$ cat src/rtl/cdnsdru_usb4_message_bus_m2p_rx_v4_pkg.sv
// Shared definitions for the M2P message bus receiver: command codes, widths,
// the write-buffer entry layout and the shared status register addresses.
package cdnsdru_usb4_message_bus_m2p_rx_v4_pkg;

    localparam int unsigned MB_ADDR_W = 12;
    localparam int unsigned MB_DATA_W = 8;
    localparam int unsigned MB_CMD_W  = 4;

    localparam logic [MB_CMD_W-1:0] MB_CMD_NOP     = 4'h0;
    localparam logic [MB_CMD_W-1:0] MB_CMD_WR_UNC  = 4'h1;
    localparam logic [MB_CMD_W-1:0] MB_CMD_WR_COM  = 4'h2;
    localparam logic [MB_CMD_W-1:0] MB_CMD_READ    = 4'h3;
    localparam logic [MB_CMD_W-1:0] MB_CMD_RD_CPL  = 4'h4;
    localparam logic [MB_CMD_W-1:0] MB_CMD_WR_ACK  = 4'h5;

    // Status registers also targeted by the P2M write path
    localparam logic [MB_ADDR_W-1:0] MAC_TX_STAT_0 = 12'h400;
    localparam logic [MB_ADDR_W-1:0] MAC_TX_STAT_1 = 12'h401;
    localparam logic [MB_ADDR_W-1:0] MAC_RX_STAT_0 = 12'h402;
    localparam logic [MB_ADDR_W-1:0] MAC_RX_STAT_1 = 12'h403;

    typedef struct packed {
        logic                 commit;
        logic [MB_ADDR_W-1:0] addr;
        logic [MB_DATA_W-1:0] data;
    } mb_wr_entry_t;

    localparam int unsigned MB_ENTRY_W = $bits(mb_wr_entry_t);

    typedef enum logic [2:0] {
        ST_IDLE,
        ST_WR_ADDR,
        ST_WR_DATA,
        ST_RD_ADDR,
        ST_RD_CPL
    } mb_rx_state_t;

endpackage

$ cat src/rtl/cdnsdru_usb4_message_bus_m2p_rx_v4_wr_buf.sv
// Synchronous FIFO holding {commit, addr, data} write entries until a commit flushes them.
module cdnsdru_usb4_mb_wr_buf
    import cdnsdru_usb4_message_bus_m2p_rx_v4_pkg::*;
#(
    parameter int unsigned DEPTH = 6,
    parameter int unsigned CNT_W = $clog2(DEPTH + 1)
) (
    input  logic                  clk,
    input  logic                  rst_n,
    input  logic                  push,
    input  logic [MB_ENTRY_W-1:0] push_entry,
    input  logic                  pop,
    output logic [MB_ENTRY_W-1:0] pop_entry,
    output logic                  full,
    output logic                  empty,
    output logic [CNT_W-1:0]      count
);

    localparam int unsigned PTR_W = $clog2(DEPTH);

    logic [MB_ENTRY_W-1:0] mem [DEPTH];
    logic [PTR_W-1:0]      wr_ptr;
    logic [PTR_W-1:0]      rd_ptr;
    logic                  do_push;
    logic                  do_pop;

    assign full      = (count == CNT_W'(DEPTH));
    assign empty     = (count == '0);
    assign do_push   = push && !full;
    assign do_pop    = pop && !empty;
    assign pop_entry = mem[rd_ptr];

    // Non-power-of-two depth, so pointers wrap explicitly
    function automatic logic [PTR_W-1:0] ptr_inc(input logic [PTR_W-1:0] p);
        return (p == PTR_W'(DEPTH - 1)) ? '0 : p + PTR_W'(1);
    endfunction

    always_ff @(posedge clk) begin
        if (do_push) begin
            mem[wr_ptr] <= push_entry;
        end
    end

    always_ff @(posedge clk or negedge rst_n) begin
        if (!rst_n) begin
            wr_ptr <= '0;
            rd_ptr <= '0;
            count  <= '0;
        end else begin
            if (do_push) begin
                wr_ptr <= ptr_inc(wr_ptr);
            end
            if (do_pop) begin
                rd_ptr <= ptr_inc(rd_ptr);
            end
            if (do_push && !do_pop) begin
                count <= count + CNT_W'(1);
            end else if (do_pop && !do_push) begin
                count <= count - CNT_W'(1);
            end
        end
    end

endmodule

$ cat src/rtl/cdnsdru_usb4_message_bus_m2p_rx_v4.sv
// M2P message bus receiver: parses MAC->PHY frames, buffers uncommitted writes and
// flushes them to the PHY register port when a committed write lands.
module cdnsdru_usb4_message_bus_m2p_rx_v4
    import cdnsdru_usb4_message_bus_m2p_rx_v4_pkg::*;
#(
    parameter int unsigned WBUF_DEPTH = 5
) (
    input  logic        pipe_mac2phy_clk,
    input  logic        pipe_mac2phy_rstn,
    input  logic [7:0]  m2p_messagebus,
    output logic        reg_wr_en,
    output logic [11:0] reg_wr_addr,
    output logic [7:0]  reg_wr_data,
    output logic        m2p_rd_req,
    output logic [11:0] m2p_rd_addr,
    output logic        m2p_rd_cpl_valid,
    output logic [7:0]  m2p_rd_cpl_data,
    output logic        m2p_wr_ack,
    output logic        mb_tx_ack_req_toggle,
    output logic        mb_rx_err
);

    localparam int unsigned FIFO_DEPTH = WBUF_DEPTH + 1;
    localparam int unsigned CNT_W      = $clog2(WBUF_DEPTH + 2);

    logic clk;
    logic rst_n;
    assign clk   = pipe_mac2phy_clk;
    assign rst_n = pipe_mac2phy_rstn;

    mb_rx_state_t    state_q, state_d;
    logic [3:0]      addr_hi_q, addr_hi_d;
    logic [7:0]      addr_lo_q, addr_lo_d;
    logic            commit_q, commit_d;
    logic [3:0]      cmd;

    logic            push_c, err_c, rd_req_c, cpl_c, ack_c;
    logic            pop_c, pop_commit_c;
    logic            commit_pending_q;
    logic            ack_pend_q;

    mb_wr_entry_t    push_entry;
    mb_wr_entry_t    pop_entry;
    logic [MB_ENTRY_W-1:0] pop_raw;
    logic            fifo_full, fifo_empty;
    logic [CNT_W-1:0] fifo_count;
    logic [CNT_W-1:0] unc_count;

    assign cmd = m2p_messagebus[7:4];

    // At most one commit entry is ever buffered, and only while commit_pending is set
    assign unc_count = fifo_count - CNT_W'(commit_pending_q);

    assign push_entry = '{commit: commit_q, addr: {addr_hi_q, addr_lo_q}, data: m2p_messagebus};
    assign pop_entry  = mb_wr_entry_t'(pop_raw);

    assign pop_c        = commit_pending_q && !fifo_empty;
    assign pop_commit_c = pop_c && pop_entry.commit;

    always_ff @(posedge clk or negedge rst_n) begin
        if (!rst_n) begin
            state_q   <= ST_IDLE;
            addr_hi_q <= '0;
            addr_lo_q <= '0;
            commit_q  <= 1'b0;
        end else begin
            state_q   <= state_d;
            addr_hi_q <= addr_hi_d;
            addr_lo_q <= addr_lo_d;
            commit_q  <= commit_d;
        end
    end

    always_comb begin
        state_d   = state_q;
        addr_hi_d = addr_hi_q;
        addr_lo_d = addr_lo_q;
        commit_d  = commit_q;
        push_c    = 1'b0;
        err_c     = 1'b0;
        rd_req_c  = 1'b0;
        cpl_c     = 1'b0;
        ack_c     = 1'b0;
        case (state_q)
            ST_IDLE: begin
                case (cmd)
                    MB_CMD_NOP: ;
                    MB_CMD_WR_UNC, MB_CMD_WR_COM: begin
                        addr_hi_d = m2p_messagebus[3:0];
                        commit_d  = (cmd == MB_CMD_WR_COM);
                        state_d   = ST_WR_ADDR;
                    end
                    MB_CMD_READ: begin
                        addr_hi_d = m2p_messagebus[3:0];
                        state_d   = ST_RD_ADDR;
                    end
                    MB_CMD_RD_CPL: state_d = ST_RD_CPL;
                    MB_CMD_WR_ACK: ack_c   = 1'b1;
                    default:       err_c   = 1'b1;
                endcase
            end
            ST_WR_ADDR: begin
                addr_lo_d = m2p_messagebus;
                state_d   = ST_WR_DATA;
            end
            ST_WR_DATA: begin
                state_d = ST_IDLE;
                if (commit_q ? commit_pending_q : (unc_count >= CNT_W'(WBUF_DEPTH))) begin
                    err_c = 1'b1;
                end else if (!fifo_full) begin
                    push_c = 1'b1;
                end else begin
                    err_c = 1'b1;
                end
            end
            ST_RD_ADDR: begin
                addr_lo_d = m2p_messagebus;
                rd_req_c  = 1'b1;
                state_d   = ST_IDLE;
            end
            ST_RD_CPL: begin
                cpl_c   = 1'b1;
                state_d = ST_IDLE;
            end
            default: state_d = ST_IDLE;
        endcase
    end

    cdnsdru_usb4_mb_wr_buf #(
        .DEPTH (FIFO_DEPTH),
        .CNT_W (CNT_W)
    ) u_wr_buf (
        .clk        (clk),
        .rst_n      (rst_n),
        .push       (push_c),
        .push_entry (MB_ENTRY_W'(push_entry)),
        .pop        (pop_c),
        .pop_entry  (pop_raw),
        .full       (fifo_full),
        .empty      (fifo_empty),
        .count      (fifo_count)
    );

    // Flush sequencer, ack toggle and registered outputs
    always_ff @(posedge clk or negedge rst_n) begin
        if (!rst_n) begin
            commit_pending_q     <= 1'b0;
            ack_pend_q           <= 1'b0;
            reg_wr_en            <= 1'b0;
            reg_wr_addr          <= '0;
            reg_wr_data          <= '0;
            m2p_rd_req           <= 1'b0;
            m2p_rd_addr          <= '0;
            m2p_rd_cpl_valid     <= 1'b0;
            m2p_rd_cpl_data      <= '0;
            m2p_wr_ack           <= 1'b0;
            mb_tx_ack_req_toggle <= 1'b0;
            mb_rx_err            <= 1'b0;
        end else begin
            if (pop_commit_c) begin
                commit_pending_q <= 1'b0;
            end else if (push_c && commit_q) begin
                commit_pending_q <= 1'b1;
            end
            ack_pend_q <= pop_commit_c;
            if (ack_pend_q) begin
                mb_tx_ack_req_toggle <= ~mb_tx_ack_req_toggle;
            end
            reg_wr_en <= pop_c;
            if (pop_c) begin
                reg_wr_addr <= pop_entry.addr;
                reg_wr_data <= pop_entry.data;
            end
            m2p_rd_req <= rd_req_c;
            if (rd_req_c) begin
                m2p_rd_addr <= {addr_hi_q, m2p_messagebus};
            end
            m2p_rd_cpl_valid <= cpl_c;
            if (cpl_c) begin
                m2p_rd_cpl_data <= m2p_messagebus;
            end
            m2p_wr_ack <= ack_c;
            mb_rx_err  <= err_c;
        end
    end

endmodule

$ cat config.mk
export PLATFORM = sky130hd
export DESIGN_NAME = cdnsdru_usb4_message_bus_m2p_rx_v4
export DESIGN_NICKNAME = d
export VERILOG_FILES = /design/src/rtl/cdnsdru_usb4_message_bus_m2p_rx_v4_pkg.sv /design/src/rtl/cdnsdru_usb4_message_bus_m2p_rx_v4_wr_buf.sv /design/src/rtl/cdnsdru_usb4_message_bus_m2p_rx_v4.sv
export SDC_FILE = /design/constraint.sdc
export NUM_CORES = 1
export LEC_CHECK = 0
export CAP_MARGIN = 30
export CORE_MARGIN = 2
export CORE_UTILIZATION = 63
export CTS_CLUSTER_DIAMETER = 80
export DETAILED_ROUTE_END_ITERATION = 6
export PLACE_DENSITY_LB_ADDON = 0.1
export SYNTH_ARGS = -nofsm -noshare
export SYNTH_HDL_FRONTEND = slang
export SYNTH_HIERARCHICAL = 1
export SYNTH_SLANG_ARGS = --single-unit
$ cat constraint.sdc
create_clock -name pipe_mac2phy_clk -period 8.1 [get_ports pipe_mac2phy_clk]
set_input_delay 1.62 -clock pipe_mac2phy_clk [delete_from_list [all_inputs] [get_ports pipe_mac2phy_clk]]
set_output_delay 1.62 -clock pipe_mac2phy_clk [all_outputs]
set_load 0.005 [all_outputs]
### Yosys cells after proc, flatten, opt, wreduce, memory -nomap -nowiden

Memories as Yosys holds them, arrays and structs flattened.
Index checks and enable logic that the tools add are counted.

| word-level totals | value |
|---|---|
| bits in registers | 73 |
| memory bits (writable) | 126 |
| output and inout port bits | 46 |
| memories kept | 1 |

Memory list:

| memory | words | width | read ports | clocked after Yosys merged registers in | wr ports | line | RTL |
|---|---|---|---|---|---|---|---|
| u_wr_buf.mem | 6 | 21 | 1 | 0 | 1 | cdnsdru_usb4_message_bus_m2p_rx_v4_wr_buf.sv:21 | `logic [MB_ENTRY_W-1:0] mem [DEPTH];` |

| cells by class | value |
|---|---|
| add/sub/neg operators | 5 |
| magnitude comparators | 1 |
| equal/unequal tests | 13 |
| muxes and demuxes | 22 |
| bitwise operators | 1 |
| reductions and logical operators | 22 |

Operators with widths:

| operator | number |
|---|---|
| $mux 1 | 15 |
| $eq 3x3->1 const B | 4 |
| $mux 3 | 4 |
| $add 3x1->3 const B | 3 |
| $pmux 3 s3 | 1 |
| $eq 4x2->1 const B | 2 |
| $eq 4x3->1 const B | 2 |
| $logic_and 1x1->1 | 7 |
| $eq 3x2->1 const B | 2 |
| $logic_not 3->1 | 2 |
| $pmux 3 s2 | 1 |
| $reduce_or 6->1 | 1 |
| $eq 4x1->1 const B | 1 |
| $logic_not 1->1 | 4 |
| $logic_not 4->1 | 1 |
| $ne 4x1->1 const B | 1 |
| $reduce_and 2->1 | 2 |
| $reduce_bool 2->1 | 2 |
| $reduce_or 2->1 | 2 |
| $eq 3x1->1 const B | 1 |
| $ge 3x3->1 const B | 1 |
| $reduce_or 3->1 | 1 |
| $sub 3x1->3 | 1 |
| $sub 3x1->3 const B | 1 |
| other kinds (2) | 2 |

### Longest topological paths before layout

Gate-level depths: netlist of the first run.

| depth | value |
|---|---|
| depth after elaboration | 10 |
| depth in mapped cells | 14 |

### Modules after synthesis

The synthesis of the first run kept the hierarchy.

By module, submodules not included:

| module | instances | cells each | area each (um^2) |
|---|---|---|---|
| cdnsdru_usb4_mb_wr_buf | 1 | 291 | 5376.4 |
| cdnsdru_usb4_message_bus_m2p_rx_v4 | 1 | 158 | 2449.8 |

### Worst setup path before layout of the first run

Ideal clock, no wire load.

| path | value |
|---|---|
| kind | register to register |
| from | register u_wr_buf.count[0] |
| to | memory u_wr_buf/mem[4][0] (netlist name) (enable) |
| arrival time | 4093 ps |
| required time | 7640 ps |
| path slack | 3547 ps |
| stages on the path, launching flop included | 9 |
| path buffers | 0 |
| clock period less this slack | 4553 ps |
| cells stage by stage | dfrtp_1 > inv_1 > ha_1 > ha_1 > a21oi_1 > a221oi_1 > nor3b_1 > nand2_1 > nor4b_1 |

| between the ends | value |
|---|---|
| cells in the longest elaborated chain, start to end | 8 |
| elaborated cells on any way between the ends | 11 |
| classes of those cells | add/sub (1); order compare (1); eq/ne (1); mux (6); reduce/logical (2) |

RTL lines:

| what | line | RTL |
|---|---|---|
| from (decl) | cdnsdru_usb4_message_bus_m2p_rx_v4_wr_buf.sv:16 | `output logic [CNT_W-1:0] count` |
| from (signal assigned) | cdnsdru_usb4_message_bus_m2p_rx_v4_wr_buf.sv:57 | `count <= count + CNT_W'(1);` |
| from (signal assigned) | cdnsdru_usb4_message_bus_m2p_rx_v4_wr_buf.sv:59 | `count <= count - CNT_W'(1);` |
| $sub 3x1->3 | cdnsdru_usb4_message_bus_m2p_rx_v4.sv:52 | `assign unc_count = fifo_count - CNT_W'(commit_pending_q);` |
| $ge 3x3->1 | cdnsdru_usb4_message_bus_m2p_rx_v4.sv:108 | `if (commit_q ? commit_pending_q : (unc_count >= CNT_W'(WBUF_DEPTH))) begin` |
| $mux 1 | cdnsdru_usb4_message_bus_m2p_rx_v4.sv:108 |  |
| $mux 1 * | cdnsdru_usb4_message_bus_m2p_rx_v4.sv:108 |  |
| $mux 1 * | cdnsdru_usb4_message_bus_m2p_rx_v4.sv:84 | `case (state_q)` |
| net push_c | cdnsdru_usb4_message_bus_m2p_rx_v4.sv:37 | `logic push_c, err_c, rd_req_c, cpl_c, ack_c;` |
| $logic_and 1x1->1 * | cdnsdru_usb4_message_bus_m2p_rx_v4_wr_buf.sv:29 | `assign do_push = push && !full;` |
| $mux 1 * | cdnsdru_usb4_message_bus_m2p_rx_v4_wr_buf.sv:39 | `if (do_push) begin` |
| $mux 1 (not written as such) * | cdnsdru_usb4_message_bus_m2p_rx_v4_wr_buf.sv:40 | `mem[wr_ptr] <= push_entry;` |
| to (decl) | cdnsdru_usb4_message_bus_m2p_rx_v4_wr_buf.sv:21 |  |

Mark *: on every way through the listed nets, which the timed path passes. The rest lies on a longest branch.

### Final worst setup path of the first run

| path | value |
|---|---|
| from | register u_wr_buf.count[0] |
| to | register u_wr_buf.count[2] |

| between the ends | value |
|---|---|
| cells in the longest elaborated chain, start to end | 9 |
| elaborated cells on any way between the ends | 22 |
| classes of those cells | add/sub (3); order compare (1); eq/ne (1); mux (6); reduce/logical (11) |

RTL lines:

| what | line | RTL |
|---|---|---|
| $sub 3x1->3 | cdnsdru_usb4_message_bus_m2p_rx_v4.sv:52 |  |
| $ge 3x3->1 | cdnsdru_usb4_message_bus_m2p_rx_v4.sv:108 |  |
| $mux 1 | cdnsdru_usb4_message_bus_m2p_rx_v4.sv:108 |  |
| $mux 1 * | cdnsdru_usb4_message_bus_m2p_rx_v4.sv:108 |  |
| $mux 1 * | cdnsdru_usb4_message_bus_m2p_rx_v4.sv:84 |  |
| net push_c | cdnsdru_usb4_message_bus_m2p_rx_v4.sv:37 |  |
| $logic_and 1x1->1 * | cdnsdru_usb4_message_bus_m2p_rx_v4_wr_buf.sv:29 |  |
| net u_wr_buf.do_push | cdnsdru_usb4_message_bus_m2p_rx_v4_wr_buf.sv:24 | `logic do_push;` |
| $logic_not 1->1 | cdnsdru_usb4_message_bus_m2p_rx_v4_wr_buf.sv:58 | `end else if (do_pop && !do_push) begin` |
| $logic_and 1x1->1 | cdnsdru_usb4_message_bus_m2p_rx_v4_wr_buf.sv:58 |  |
| $reduce_bool 2->1 (no source line) | -- |  |

Mark *: on every way through the listed nets, which the timed path passes. The rest lies on a longest branch. The select of a mux whose other input is x is not followed.
A chain may end at the register's enable or synchronous reset.

==> metrics.md, run 1 <==
| Metric | Value |
|---|---|
| Initial cell density of the core | `0.649` |
| Synth Area in Compound Gates | `0.0360` |
| Leakage Power | `3.47 nW` |
| DR iter-0 viols | `around 420` |
| Worst hold path type | `reg -> reg` |
| Async SR Flop Fraction | `0.367` |
| Initial antenna violation count | `0` |
| Clock Skews | `0.00720 ns` |
| Mux share of post-synthesis cell area | `0.169` |
| Worst path top cell family by delay | `adder cells` |
| Slew margin rel. | `0.353` |
| Setup TNS Final | `0 ns` |
| Final hold viol count | `0` |
| Area contributors post-synth | `edfxtp_1 (48%), dfrtp_1 (23%), mux2_2 (9.8%), mux2_1 (3.3%), a221o_1 (2.7%)` |
| Max Freq | `0.304 GHz` |
| Area Growth Syn to Fin | `18.6%` |
| RSZ-0062 raised after global routing | `no` |
| Clk slew on worst S/H paths | `0.06 ns` |
| Post-CTS setup buffer count | `0` |
| DRT Pass-1 Iters | `4` |
| Main combinational cell family by area after synthesis | `multiplexers` |
| Post-CTS Hold Buffers | `0` |
| Fin util | `0.769` |
| Synth cell types | `38` |
| R2r startpoint | `u_wr_buf/count[0]$_DFFE_PN0P_` |
| CP Max Fanout | `5` |
| Share of cells above drive strength 1 | `0.243` |
| CTS root buf | `clkbuf_16` |
| Number of synthesized flops with an enable pin | `126` |
| WP data required | `8.45 ns` |
| Full die area | `13,300 µm²` |
| Global route total overflow | `0` |
| CTS tree | `yes` |
| Number of synthesized register bits | `between 150 and 200` |
| WP buf/inv | `3` |
| Rows | `40` |
| Post-synthesis sequential area ratio | `0.717` |
| Fin crit period | `3.28 ns` |
| Gr usage total | `0.240` |
| Post-Synth Adder-Cell Area | `0.00735` |
| Antenna Violating Nets Remaining | `0` |
| Share of the synthesized area in the top cell type | `0.483` |
| GPL Wtd Cong | `0.765` |
| Fin. max-slew vios | `0` |
| Vias after detailed routing | `around 4,100` |
| Most numerous cell in the Yosys netlist | `edfxtp_1` |
| Hold Crit Depth | `1` |
| Critical path arrival | `approximately 3.6 ns` |
| DRC | `0` |
| Longest Clk Path Bufs | `2` |
| Post-CTS Resized | `0` |
| Nets | `527` |
| Synth Area per Inst | `17.4 µm²` |
| Max incr delay on CP | `0.44 ns` |
| Post-Route WL | `14.6 mm` |
| Pwr dens | `349 nW/µm²` |
| Chip width | `115 µm` |
| Fin cells | `694` |
| Status | `complete, no violations` |
| Worst hold start | `ack_pend_q$_DFF_PN0_` |
| CP startpoint kind | `flip-flop` |
| Post-DR wirelength/cell | `21.1 µm` |
| Vias in the first global route | `4,274` |
| Die H | `between 100 and 150 µm` |
| Worst-Skew Late Latency | `0.43 ns` |
| Final setup viols | `0` |
| Synthesized cell area | `~7800 µm²` |
| Core Region | `12,100 µm²` |
| MaxCap Viol Count | `0` |
| Peak supply drop | `0.213 mV` |
| Mapped Nets | `463` |
| First-pass GRT wire length | `23.0 mm` |
| Reg2Reg Depth | `14` |
| Cell taking the most area after synthesis | `edfxtp_1` |
| Ant diodes | `0` |
| Top cells by count, synth | `edfxtp_1 (126), dfrtp_1 (73), mux2_2 (68)` |
| R2r endpoint | `u_wr_buf/count[2]$_DFFE_PN0P_` |
| Final setup margin | `between 4 and 5 ns` |
| Gate Count Post-Synth | `449` |
| DP Wirelength | `8.23 mm` |
| Dpl ws | `4.44 ns` |
| Num CTS Buffers | `17` |
| Top Ports | `between 50 and 60` |
| Post-Synth Simple-Gate Area | `0.0406` |
| R2r setup slk | `4.82 ns` |
| Worst hold path endpoint | `mb_tx_ack_req_toggle$_DFFE_PN0P_` |
| Largest net degree at the start of global routing | `74` |
| WS Path Type | `reg -> reg` |
| Placed insts | `660` |
| Via density | `5.91` |
| Crit-path cells | `inv_1, ha_1, ha_1, a21oi_1, a221oi_1, nor3b_1, nand2_1, inv_1, ha_1, inv_1, fa_1, xor2_1, nor2_1, xor2_1` |
| Synth Area in XOR/XNOR | `0.00783` |
| Pwr Total | `3.24 mW` |
| Clock sinks | `around 200` |
| Worst-Margin Slew | `0.971 ns` |
| Slowest CP cell | `dfrtp_1` |
| H-tree Lvls | `4` |
| Port-buffer cells | `55` |
| Final worst-path cycle share | `0.406` |
| Ys Warns | `6` |
| Primary FF master, synth | `edfxtp_1` |
| Critical Path End Type | `flip-flop` |
-- registers in the layout, summed over array words and instances, names as in the netlist, 3 cells and up --
register and count:
u_wr_buf/mem 126, m2p_rd_addr 12, reg_wr_addr 12, addr_lo_q 8
m2p_rd_cpl_data 8, reg_wr_data 8, addr_hi_q 4, state_q 3
u_wr_buf/count 3, u_wr_buf/rd_ptr 3, u_wr_buf/wr_ptr 3
-- layer usage --
layer  GRT usage  vias up  wire length [µm]
met3      0.0607       22               829
met1       0.316     2108              6210
met5           0        -                 0
met4      0.0924        0               237
met2       0.390      129              7350
li1            -     1844                 -
-- stage by stage --
stage               hold WS, ns  area, µm²
CTS                       0.457       9220
detailed placement        0.444       8580
global placement          0.426       8570
global route              0.470       9280
finish                    0.452       9280
floorplan                 0.417       7830
-- area by class of cell --
| class | count | area, µm² |
|---|---|---|
| Clock buffer | 20 | 447 |
| Clock inverter | 12 | 200 |
| Fill cell | 710 | 2780 |
| Inverter | 9 | 33.8 |
| Multi-Input combinational cell | 216 | 2080 |
| Sequential cell | 199 | 5610 |
| Tap cell | 168 | 210 |
| Timing Repair Buffer | 70 | 701 |
-- kinds of logic (layout without fill, tap and decap cells) --
group	Yosys count	after routing
buffers and inverters	34	111
AND/OR/NAND/NOR	57	57
AO/OA/AOI/OAI	30	30
multiplexers	118	118
adder cells (fa/ha/maj)	4	4
XOR/XNOR	7	7
flip-flops	199	199
-- placed cells by master (no fill, tap or decap), types with 4 or more instances in the layout --
cell             instances
edfxtp_1               126
dfrtp_1                 72
mux2_2                  68
clkdlybuf4s50_1         54
nor3_1                  23
mux2_1                  23
mux2i_1                 21
a221o_1                 21
clkbuf_16               17
buf_4                   14
inv_1                    9
mux2_4                   6
nor2_1                   5
bufinv_16                5
xor2_1                   4
nand2_1                  4
-- worst reg2reg max path: cells and delay by family (launching register included) --
family,cells,cell delay (ns)
AOI/OAI and AO/OA,2,0.40
and+or+nand+nor,3,0.81
DFF,1,0.44
buffers and inverters,3,0.25
adders and majority gates,4,1.02
xor gates and xnor gates,2,0.31
-- how the worst max path moves through the flow --
stage | endpoint | depth (start not counted) | from
global placement | addr_hi_q[1]$_DFFE_PN0P_ | 4 | m2p_messagebus[7]
floorplan | u_wr_buf/mem[4][0]$_DFFE_PP_ | 8 | u_wr_buf/count[0]$_DFFE_PN0P_
detailed placement | addr_hi_q[3]$_DFFE_PN0P_ | 4 | m2p_messagebus[7]
CTS | u_wr_buf/count[2]$_DFFE_PN0P_ | 14 | u_wr_buf/count[0]$_DFFE_PN0P_
global route | u_wr_buf/count[2]$_DFFE_PN0P_ | 14 | u_wr_buf/count[0]$_DFFE_PN0P_
finish | u_wr_buf/count[2]$_DFFE_PN0P_ | 14 | u_wr_buf/count[0]$_DFFE_PN0P_
-- power by group --
| group | internal (mW) | switching (mW) | leakage (nW) |
|---|---|---|---|
| Clock | 0.556 | 0.353 | 0.308 |
| Combinational | 0.524 | 0.408 | 1.13 |
| Sequential | 1.28 | 0.123 | 2.03 |
| Total | 2.36 | 0.883 | 3.47 |
Note: power is estimated with default switching activity, not from simulation.
==> inputs of run 2 (changes only) <==
--- a/config.mk
+++ b/config.mk
@@ -7,7 +7,7 @@
 export LEC_CHECK = 0
 export CAP_MARGIN = 30
 export CORE_MARGIN = 2
-export CORE_UTILIZATION = 63
+export CORE_UTILIZATION = 58
 export CTS_CLUSTER_DIAMETER = 80
 export DETAILED_ROUTE_END_ITERATION = 6
 export PLACE_DENSITY_LB_ADDON = 0.1
==> constraint.sdc (replaced) <==
create_clock -name pipe_mac2phy_clk -period 3.3 [get_ports pipe_mac2phy_clk]
set_input_delay 0.66 -clock pipe_mac2phy_clk [delete_from_list [all_inputs] [get_ports pipe_mac2phy_clk]]
set_output_delay 0.66 -clock pipe_mac2phy_clk [all_outputs]
set_load 0.005 [all_outputs]
==> run 2 against run 1 <==
Effect of this change:
- combinational power rose by 140%
- power rose by 150%
- first-iteration DRC count fell by 31%
- wire length rose by 3.4%
- clock power rose by 150%
- clock skew fell by 0.0018 ns
- final cell count rose by 2.4%
- critical path type unchanged
- largest power group unchanged
==> metrics.md, run 2 (same netlist as run 1, synthesis figures left out) <==
| Metric | Value |
|---|---|
| Slew margin rel. | `0.580 (+0.228)` |
| Reg power frac | `0.436 (+0.004)` |
| Worst hold path type | `in -> async` |
| Area of the multi-input gates | `2100 µm² (+1.1%)` |
| Combinational share of power | `0.285 (-0.003)` |
| Pwr Total | `7.99 mW (+150%)` |
| WP data required | `3.65 ns (-4.80 ns)` |
| Reg2Reg Depth | `14 (unchanged)` |
| Clk slew on worst S/H paths | `0.07 ns (about the same)` |
| H-tree Lvls | `4 (unchanged)` |
| Global route total overflow | `0 (unchanged)` |
| Fin crit period | `3.05 ns (-0.235 ns)` |
| Leakage Power | `3.53 nW (+1.7%)` |
| Antenna Violating Nets Remaining | `0 (unchanged)` |
| Fin. max-slew vios | `0 (unchanged)` |
| Commonest cells after routing, fill and taps aside | `edfxtp_1 (126), dfrtp_1 (72), mux2_2 (68), clkdlybuf4s50_1 (54)` |
| Status | `complete, no violations` |
| Final hold viol count | `0 (unchanged)` |
| Post-Route WL | `15.1 mm (+3.4%)` |
| Commonest non-fill, non-tap cell in the layout | `edfxtp_1` |
| Met1 GRT Util | `0.296 (-0.0208)` |
| Top Ports | `56 (unchanged)` |
| Post-DR wirelength/cell | `21.3 µm (+0.91%)` |
| Pwr dens | `852 nW/µm² (+140%)` |
| Full die area | `14,400 µm² (+8.3%)` |
| Rows | `42 (+5.0%)` |
| Largest net degree at the start of global routing | `74 (unchanged)` |
| Dpl ws | `0.261 ns (-4.18 ns)` |
| Chip width | `120 µm (+4.1%)` |
| Top Usage Layer GRT | `met2` |
| Critical Path End Type | `flip-flop` |
| Psw | `2.17 mW (+150%)` |
| Post-CTS setup buffer count | `0 (unchanged)` |
| DRC | `0 (unchanged)` |
| Via density | `5.83 (-1.4%)` |
| CTS root buf | `clkbuf_16` |
| Biggest regs | `u_wr_buf/mem: 126 flops, m2p_rd_addr: 12 flops, reg_wr_addr: 12 flops` |
| Worst-Margin Slew | `0.628 ns (-0.343 ns)` |
| Longest Clk Path Bufs | `2 (unchanged)` |
| Post-CTS Hold Buffers | `0 (unchanged)` |
| Slowest CP cell | `dfrtp_1` |
| Worst path top cell family by delay | `adder cells` |
| Max incr delay on CP | `0.45 ns (about the same)` |
| MaxCap Viol Count | `0 (unchanged)` |
| Setup TNS Final | `0 ns (unchanged)` |
| GRT met2 Usage | `0.373 (-0.0170)` |
| Clock Skews | `0.00541 ns (-0.00179 ns)` |
| Clock sinks | `199 (unchanged)` |
| Worst-Skew Late Latency | `0.43 ns (about the same)` |
| Nets | `536 (+1.7%)` |
| First-pass GRT wire length | `24.0 mm (+4.6%)` |
| R2r startpoint | `u_wr_buf/count[0]$_DFFE_PN0P_` |
| Biggest register | `u_wr_buf/mem` |
| Num CTS Buffers | `17 (unchanged)` |
| DP Wirelength | `9.07 mm (+10%)` |
| FF+latch area | `5610 µm² (unchanged)` |
| Design Area, Final | `9390 µm² (+1.2%)` |
| Area Growth Syn to Fin | `19.9%` |
| WP buf/inv | `3 (unchanged)` |
| Max Freq | `0.328 GHz (+7.7%)` |
| Largest register FFs | `126 (unchanged)` |
| Final setup viols | `0 (unchanged)` |
| Vias after detailed routing | `4,143 (+0.97%)` |
| Peak supply drop | `0.509 mV (+140%)` |
| DRT Pass-1 Iters | `5 (+1)` |
| Die H | `120 µm (+4.1%)` |
| Critical path arrival | `3.40 ns (-0.24 ns)` |
| Gr usage total | `0.229 (-0.0111)` |
| WS Path Type | `reg -> reg` |
| Vias in the first global route | `4,363 (+2.1%)` |
| Met3 usage | `0.0642 (+0.00349)` |
| Port-buffer cells | `55 (unchanged)` |
| DR iter-0 viols | `294 (-31%)` |
| Initial antenna violation count | `0 (unchanged)` |
| Initial cell density of the core | `0.593 (-0.0555)` |
| CP startpoint kind | `flip-flop` |
| R2r setup slk | `0.25 ns (-4.56 ns)` |
| Final worst-path cycle share | `0.924 (+0.519)` |
| P_int | `5.83 mW (+150%)` |
| Share of cells above drive strength 1 | `0.256 (+0.0127)` |
| CTS tree | `yes` |
| RSZ-0062 raised after global routing | `no` |
| Final setup margin | `0.250 ns (-4.56 ns)` |
| Switching part of the total | `0.271 (-0.00147)` |
| GPL Wtd Cong | `0.803 (+5.0%)` |
| Core Region | `13,200 µm² (+9.4%)` |
| Crit-path cells | `inv_1, ha_1, ha_1, a21oi_1, a221oi_1, nor3b_2, nand2_1, inv_1, ha_1, inv_1, fa_1, xor2_1, nor2_1, xor2_1` |
| Placed Area | `8700 µm² (+1.5%)` |
| Post-CTS Resized | `0 (unchanged)` |
| Filler cell count | `865 (+22%)` |
| CP Max Fanout | `5 (unchanged)` |
| Clk network pwr share | `0.279 (about the same)` |
| Ant diodes | `0 (unchanged)` |
| R2r endpoint | `u_wr_buf/count[2]$_DFFE_PN0P_` |
==> run 2: worst max-delay path by stage <==
stage / startpoint / endpoint / depth (start not counted)
2_1_floorplan: u_wr_buf/count[0]$_DFFE_PN0P_ / u_wr_buf/mem[4][0]$_DFFE_PP_ / 8
3_3_place_gp: u_wr_buf/count[0]$_DFFE_PN0P_ / u_wr_buf/count[2]$_DFFE_PN0P_ / 14
3_5_place_dp: u_wr_buf/count[0]$_DFFE_PN0P_ / u_wr_buf/count[2]$_DFFE_PN0P_ / 14
4_1_cts: u_wr_buf/count[0]$_DFFE_PN0P_ / u_wr_buf/count[2]$_DFFE_PN0P_ / 14
5_1_grt: u_wr_buf/count[0]$_DFFE_PN0P_ / u_wr_buf/count[2]$_DFFE_PN0P_ / 14
6_report: u_wr_buf/count[0]$_DFFE_PN0P_ / u_wr_buf/count[2]$_DFFE_PN0P_ / 14
==> run 2: metal layers <==
metal,vias up,share of wire
met5,-,0
li1,1872,-
met1,2146,0.42
met4,0,0.015
met2,107,0.51
met3,18,0.052
==> run 2: layout make-up <==
| class | instances | share of cell area |
|---|---|---|
| multi-input cells | 216 | 0.224 |
| clock buffers | 23 | 0.0509 |
| inverters | 9 | 0.00360 |
| well taps | 176 | 0.0235 |
| flip-flops and latches | 199 | 0.598 |
| clock inverters | 9 | 0.0183 |
| repair buffers | 79 | 0.0824 |
==> run 2: power groups by stage <==
| stage | sequential (mW) | combinational, mW | clock [mW] |
|---|---|---|---|
| floorplan | 3.42 | 1.44 | 0 |
| global placement | 3.51 | 2.23 | 0 |
| detailed placement | 3.54 | 2.27 | 0 |
| CTS | 3.49 | 2.29 | 2.26 |
| global route | 3.55 | 2.44 | 2.36 |
| finish | 3.48 | 2.28 | 2.23 |
==> run 2: stage by stage <==
stage	instances	hold WS, ns	util
2_1_floorplan	449	0.364	-
3_3_place_gp	678	0.425	0.660
3_5_place_dp	678	0.434	0.660
4_1_cts	710	0.427	0.709
5_1_grt	711	0.0495	0.712
6_report	711	0.0546	0.712
==> inputs of run 3 (changes only) <==
--- a/config.mk
+++ b/config.mk
@@ -8,9 +8,9 @@
 export CAP_MARGIN = 30
 export CORE_MARGIN = 2
 export CORE_UTILIZATION = 58
-export CTS_CLUSTER_DIAMETER = 80
 export DETAILED_ROUTE_END_ITERATION = 6
 export PLACE_DENSITY_LB_ADDON = 0.1
+export SLEW_MARGIN = 30
 export SYNTH_ARGS = -nofsm -noshare
 export SYNTH_HDL_FRONTEND = slang
 export SYNTH_HIERARCHICAL = 1
==> run 3 against run 2 <==
Effect of this change:
- sequential power about the same
- clock skew increased by 0.0015 ns
- fmax hardly changed
- first-iteration DRC count increased by 2.7%
- power decreased by 0.27%
- worst hold slack improved by 0.16 ns
- clock power about the same
- register-to-register slack hardly changed
- sequential share of layout area rose by 0.15 points
- highest routed layer unchanged
==> metrics.md, run 3 (same netlist as run 1, synthesis figures left out) <==
| Metric | Value |
|---|---|
| Status | `complete, no violations` |
| Commonest non-fill, non-tap cell in the layout | `edfxtp_1` |
| Placed insts | `678 (unchanged)` |
| Ant diodes | `0 (unchanged)` |
| Pwr dens | `852 nW/µm² (about the same)` |
| Slew margin rel. | `0.524 (-0.0565)` |
| WP data required | `3.64 ns (about the same)` |
| Full die area | `14,400 µm² (unchanged)` |
| Fin crit period | `3.05 ns (-0.00275 ns)` |
| Num CTS Buffers | `17 (unchanged)` |
| Post-Route WL | `14.9 mm (-1.3%)` |
| H-tree Lvls | `4 (unchanged)` |
| DRC | `0 (unchanged)` |
| Core Region | `13,200 µm² (unchanged)` |
| CTS tree | `yes` |
| Post-DR wirelength/cell | `21.0 µm (-1.1%)` |
| Rows | `42 (unchanged)` |
| Share of cells above drive strength 1 | `0.255 (-0.00139)` |
| Post-CTS Resized | `0 (unchanged)` |
| Slowest CP cell | `dfrtp_1` |
| Largest register FFs | `126 (unchanged)` |
| Initial cell density of the core | `0.593 (unchanged)` |
| Post-CTS Hold Buffers | `0 (unchanged)` |
| Largest net degree at the start of global routing | `74 (unchanged)` |
| Initial antenna violation count | `0 (unchanged)` |
| Die H | `120 µm (unchanged)` |
| Worst-Margin Slew | `0.714 ns (+0.0863 ns)` |
| Worst path top cell family by delay | `adder cells` |
| Max Used Layer | `met4` |
| Top Ports | `56 (unchanged)` |
| Clock sinks | `199 (unchanged)` |
| GPL Wtd Cong | `0.803 (unchanged)` |
| R2r startpoint | `u_wr_buf/count[0]$_DFFE_PN0P_` |
| Antenna Violating Nets Remaining | `0 (unchanged)` |
| Biggest regs | `u_wr_buf/mem: 126 flops, m2p_rd_addr: 12 flops, reg_wr_addr: 12 flops` |
| CTS root buf | `clkbuf_16` |
| Worst hold path type | `in -> async` |
| Vias after detailed routing | `4,117 (-0.63%)` |
| Worst-Skew Late Latency | `0.42 ns (about the same)` |
| Final hold viol count | `0 (unchanged)` |
| DR iter-0 viols | `302 (+2.7%)` |
| Critical Path End Type | `flip-flop` |
| Clk slew on worst S/H paths | `0.07 ns (about the same)` |
| Gr usage total | `0.229 (unchanged)` |
| Post-CTS setup buffer count | `0 (unchanged)` |
| DRT Pass-1 Iters | `4 (-1)` |
| WP buf/inv | `3 (unchanged)` |
| Pwr Total | `7.97 mW (-0.27%)` |
| RSZ-0062 raised after global routing | `no` |
| DP Wirelength | `9.07 mm (unchanged)` |
| Critical path arrival | `3.39 ns (about the same)` |
| Fin. max-slew vios | `0 (unchanged)` |
| Via density | `5.80 (-0.49%)` |
| Final setup viols | `0 (unchanged)` |
| Area Growth Syn to Fin | `19.6%` |
| R2r endpoint | `u_wr_buf/count[2]$_DFFE_PN0P_` |
| Nets | `535 (-0.19%)` |
| Routed wl met3 | `731 µm (-7.8%)` |
| CP startpoint kind | `flip-flop` |
| Crit-path cells | `inv_1, ha_1, ha_1, a21oi_1, a221oi_1, nor3b_2, nand2_1, inv_1, ha_1, inv_1, fa_1, xor2_1, nor2_1, xor2_1` |
| Chip width | `120 µm (unchanged)` |
| Vias in the first global route | `4,363 (unchanged)` |
| R2r setup slk | `0.25 ns (about the same)` |
| M1 wire length | `6.20 mm (-2.3%)` |
| WS Path Type | `reg -> reg` |
| Commonest cells after routing, fill and taps aside | `edfxtp_1 (126), dfrtp_1 (72), mux2_2 (68), clkdlybuf4s50_1 (54)` |
| Max Freq | `0.328 GHz (about the same)` |
| Max incr delay on CP | `0.45 ns (about the same)` |
| CP Max Fanout | `5 (unchanged)` |
| First-pass GRT wire length | `24.0 mm (unchanged)` |
| Global route total overflow | `0 (unchanged)` |
| Leakage Power | `3.52 nW (-0.32%)` |
| Port-buffer cells | `55 (unchanged)` |
| Peak supply drop | `0.508 mV (-0.26%)` |
| Clock Skews | `0.00688 ns (+0.00148 ns)` |
| Biggest register | `u_wr_buf/mem` |
| Fin cells | `710 (-0.14%)` |
| Met2 wire len | `7.81 mm (+0.85%)` |
| Final worst-path cycle share | `0.923 (about the same)` |
| MaxCap Viol Count | `0 (unchanged)` |
| Reg2Reg Depth | `14 (unchanged)` |
| Longest Clk Path Bufs | `2 (unchanged)` |
run 3: changes by cell type in the layout (fill, tap and decap cells not counted):
| cell | change |
|---|---|
| buf_4 | -1 |
| buf_16 | -1 |
| buf_6 | +1 |
run 3: where the power goes:
group          leakage, nW  switching [mW]  internal (mW)
Combinational         1.18           0.976           1.29
Clock                0.315           0.822           1.40
Sequential            2.03           0.350           3.13
run 3: cell type report:
cell class / instances / area [µm²]
Clock buffer: 23 / 478
Clock inverter: 9 / 171
Fill cell: 868 / 3830
Inverter: 9 / 33.8
Multi-Input combinational cell: 216 / 2100
Sequential cell: 199 / 5610
Tap cell: 176 / 220
Timing Repair Buffer: 78 / 749
run 3: worst max path at each step:
| stage | start | slack (ns) | endpoint | depth (start not counted) |
|---|---|---|---|---|
| global placement | u_wr_buf/count[0]$_DFFE_PN0P_ | 0.46 | u_wr_buf/count[2]$_DFFE_PN0P_ | 14 |
| detailed placement | u_wr_buf/count[0]$_DFFE_PN0P_ | 0.26 | u_wr_buf/count[2]$_DFFE_PN0P_ | 14 |
| finish | u_wr_buf/count[0]$_DFFE_PN0P_ | 0.25 | u_wr_buf/count[2]$_DFFE_PN0P_ | 14 |
| CTS | u_wr_buf/count[0]$_DFFE_PN0P_ | 0.22 | u_wr_buf/count[2]$_DFFE_PN0P_ | 14 |
| global route | u_wr_buf/count[0]$_DFFE_PN0P_ | 0.07 | u_wr_buf/count[2]$_DFFE_PN0P_ | 14 |
| floorplan | u_wr_buf/count[0]$_DFFE_PN0P_ | -0.24 | u_wr_buf/mem[4][0]$_DFFE_PP_ | 8 |
run 3: metal layers:
metal / vias up / GRT usage
met5: - / 0
met4: 0 / 0.0831
met3: 13 / 0.0642
met2: 105 / 0.373
met1: 2123 / 0.296
li1: 1876 / -
run 3: per-stage QoR:
stage | worst slack, ns | setup TNS (ns) | util | area (µm²) | hold WS (ns)
finish | 0.253 | 0 | 0.710 | 9360 | 0.216
global route | 0.0666 | 0 | 0.710 | 9360 | 0.291
CTS | 0.223 | 0 | 0.709 | 9350 | 0.427
detailed placement | 0.261 | 0 | 0.660 | 8700 | 0.434
global placement | 0.462 | 0 | 0.660 | 8700 | 0.425
floorplan | -0.240 | -8.71 | - | 7850 | 0.364
run 3: worst reg2reg max path: stages (launching register included):
cell	delay [ns]
dfrtp_1	0.45
inv_1	0.07
ha_1	0.19
ha_1	0.28
a21oi_1	0.06
a221oi_1	0.41
nor3b_2	0.29
nand2_1	0.10
inv_1	0.07
ha_1	0.18
inv_1	0.06
fa_1	0.37
xor2_1	0.15
nor2_1	0.12
xor2_1	0.16
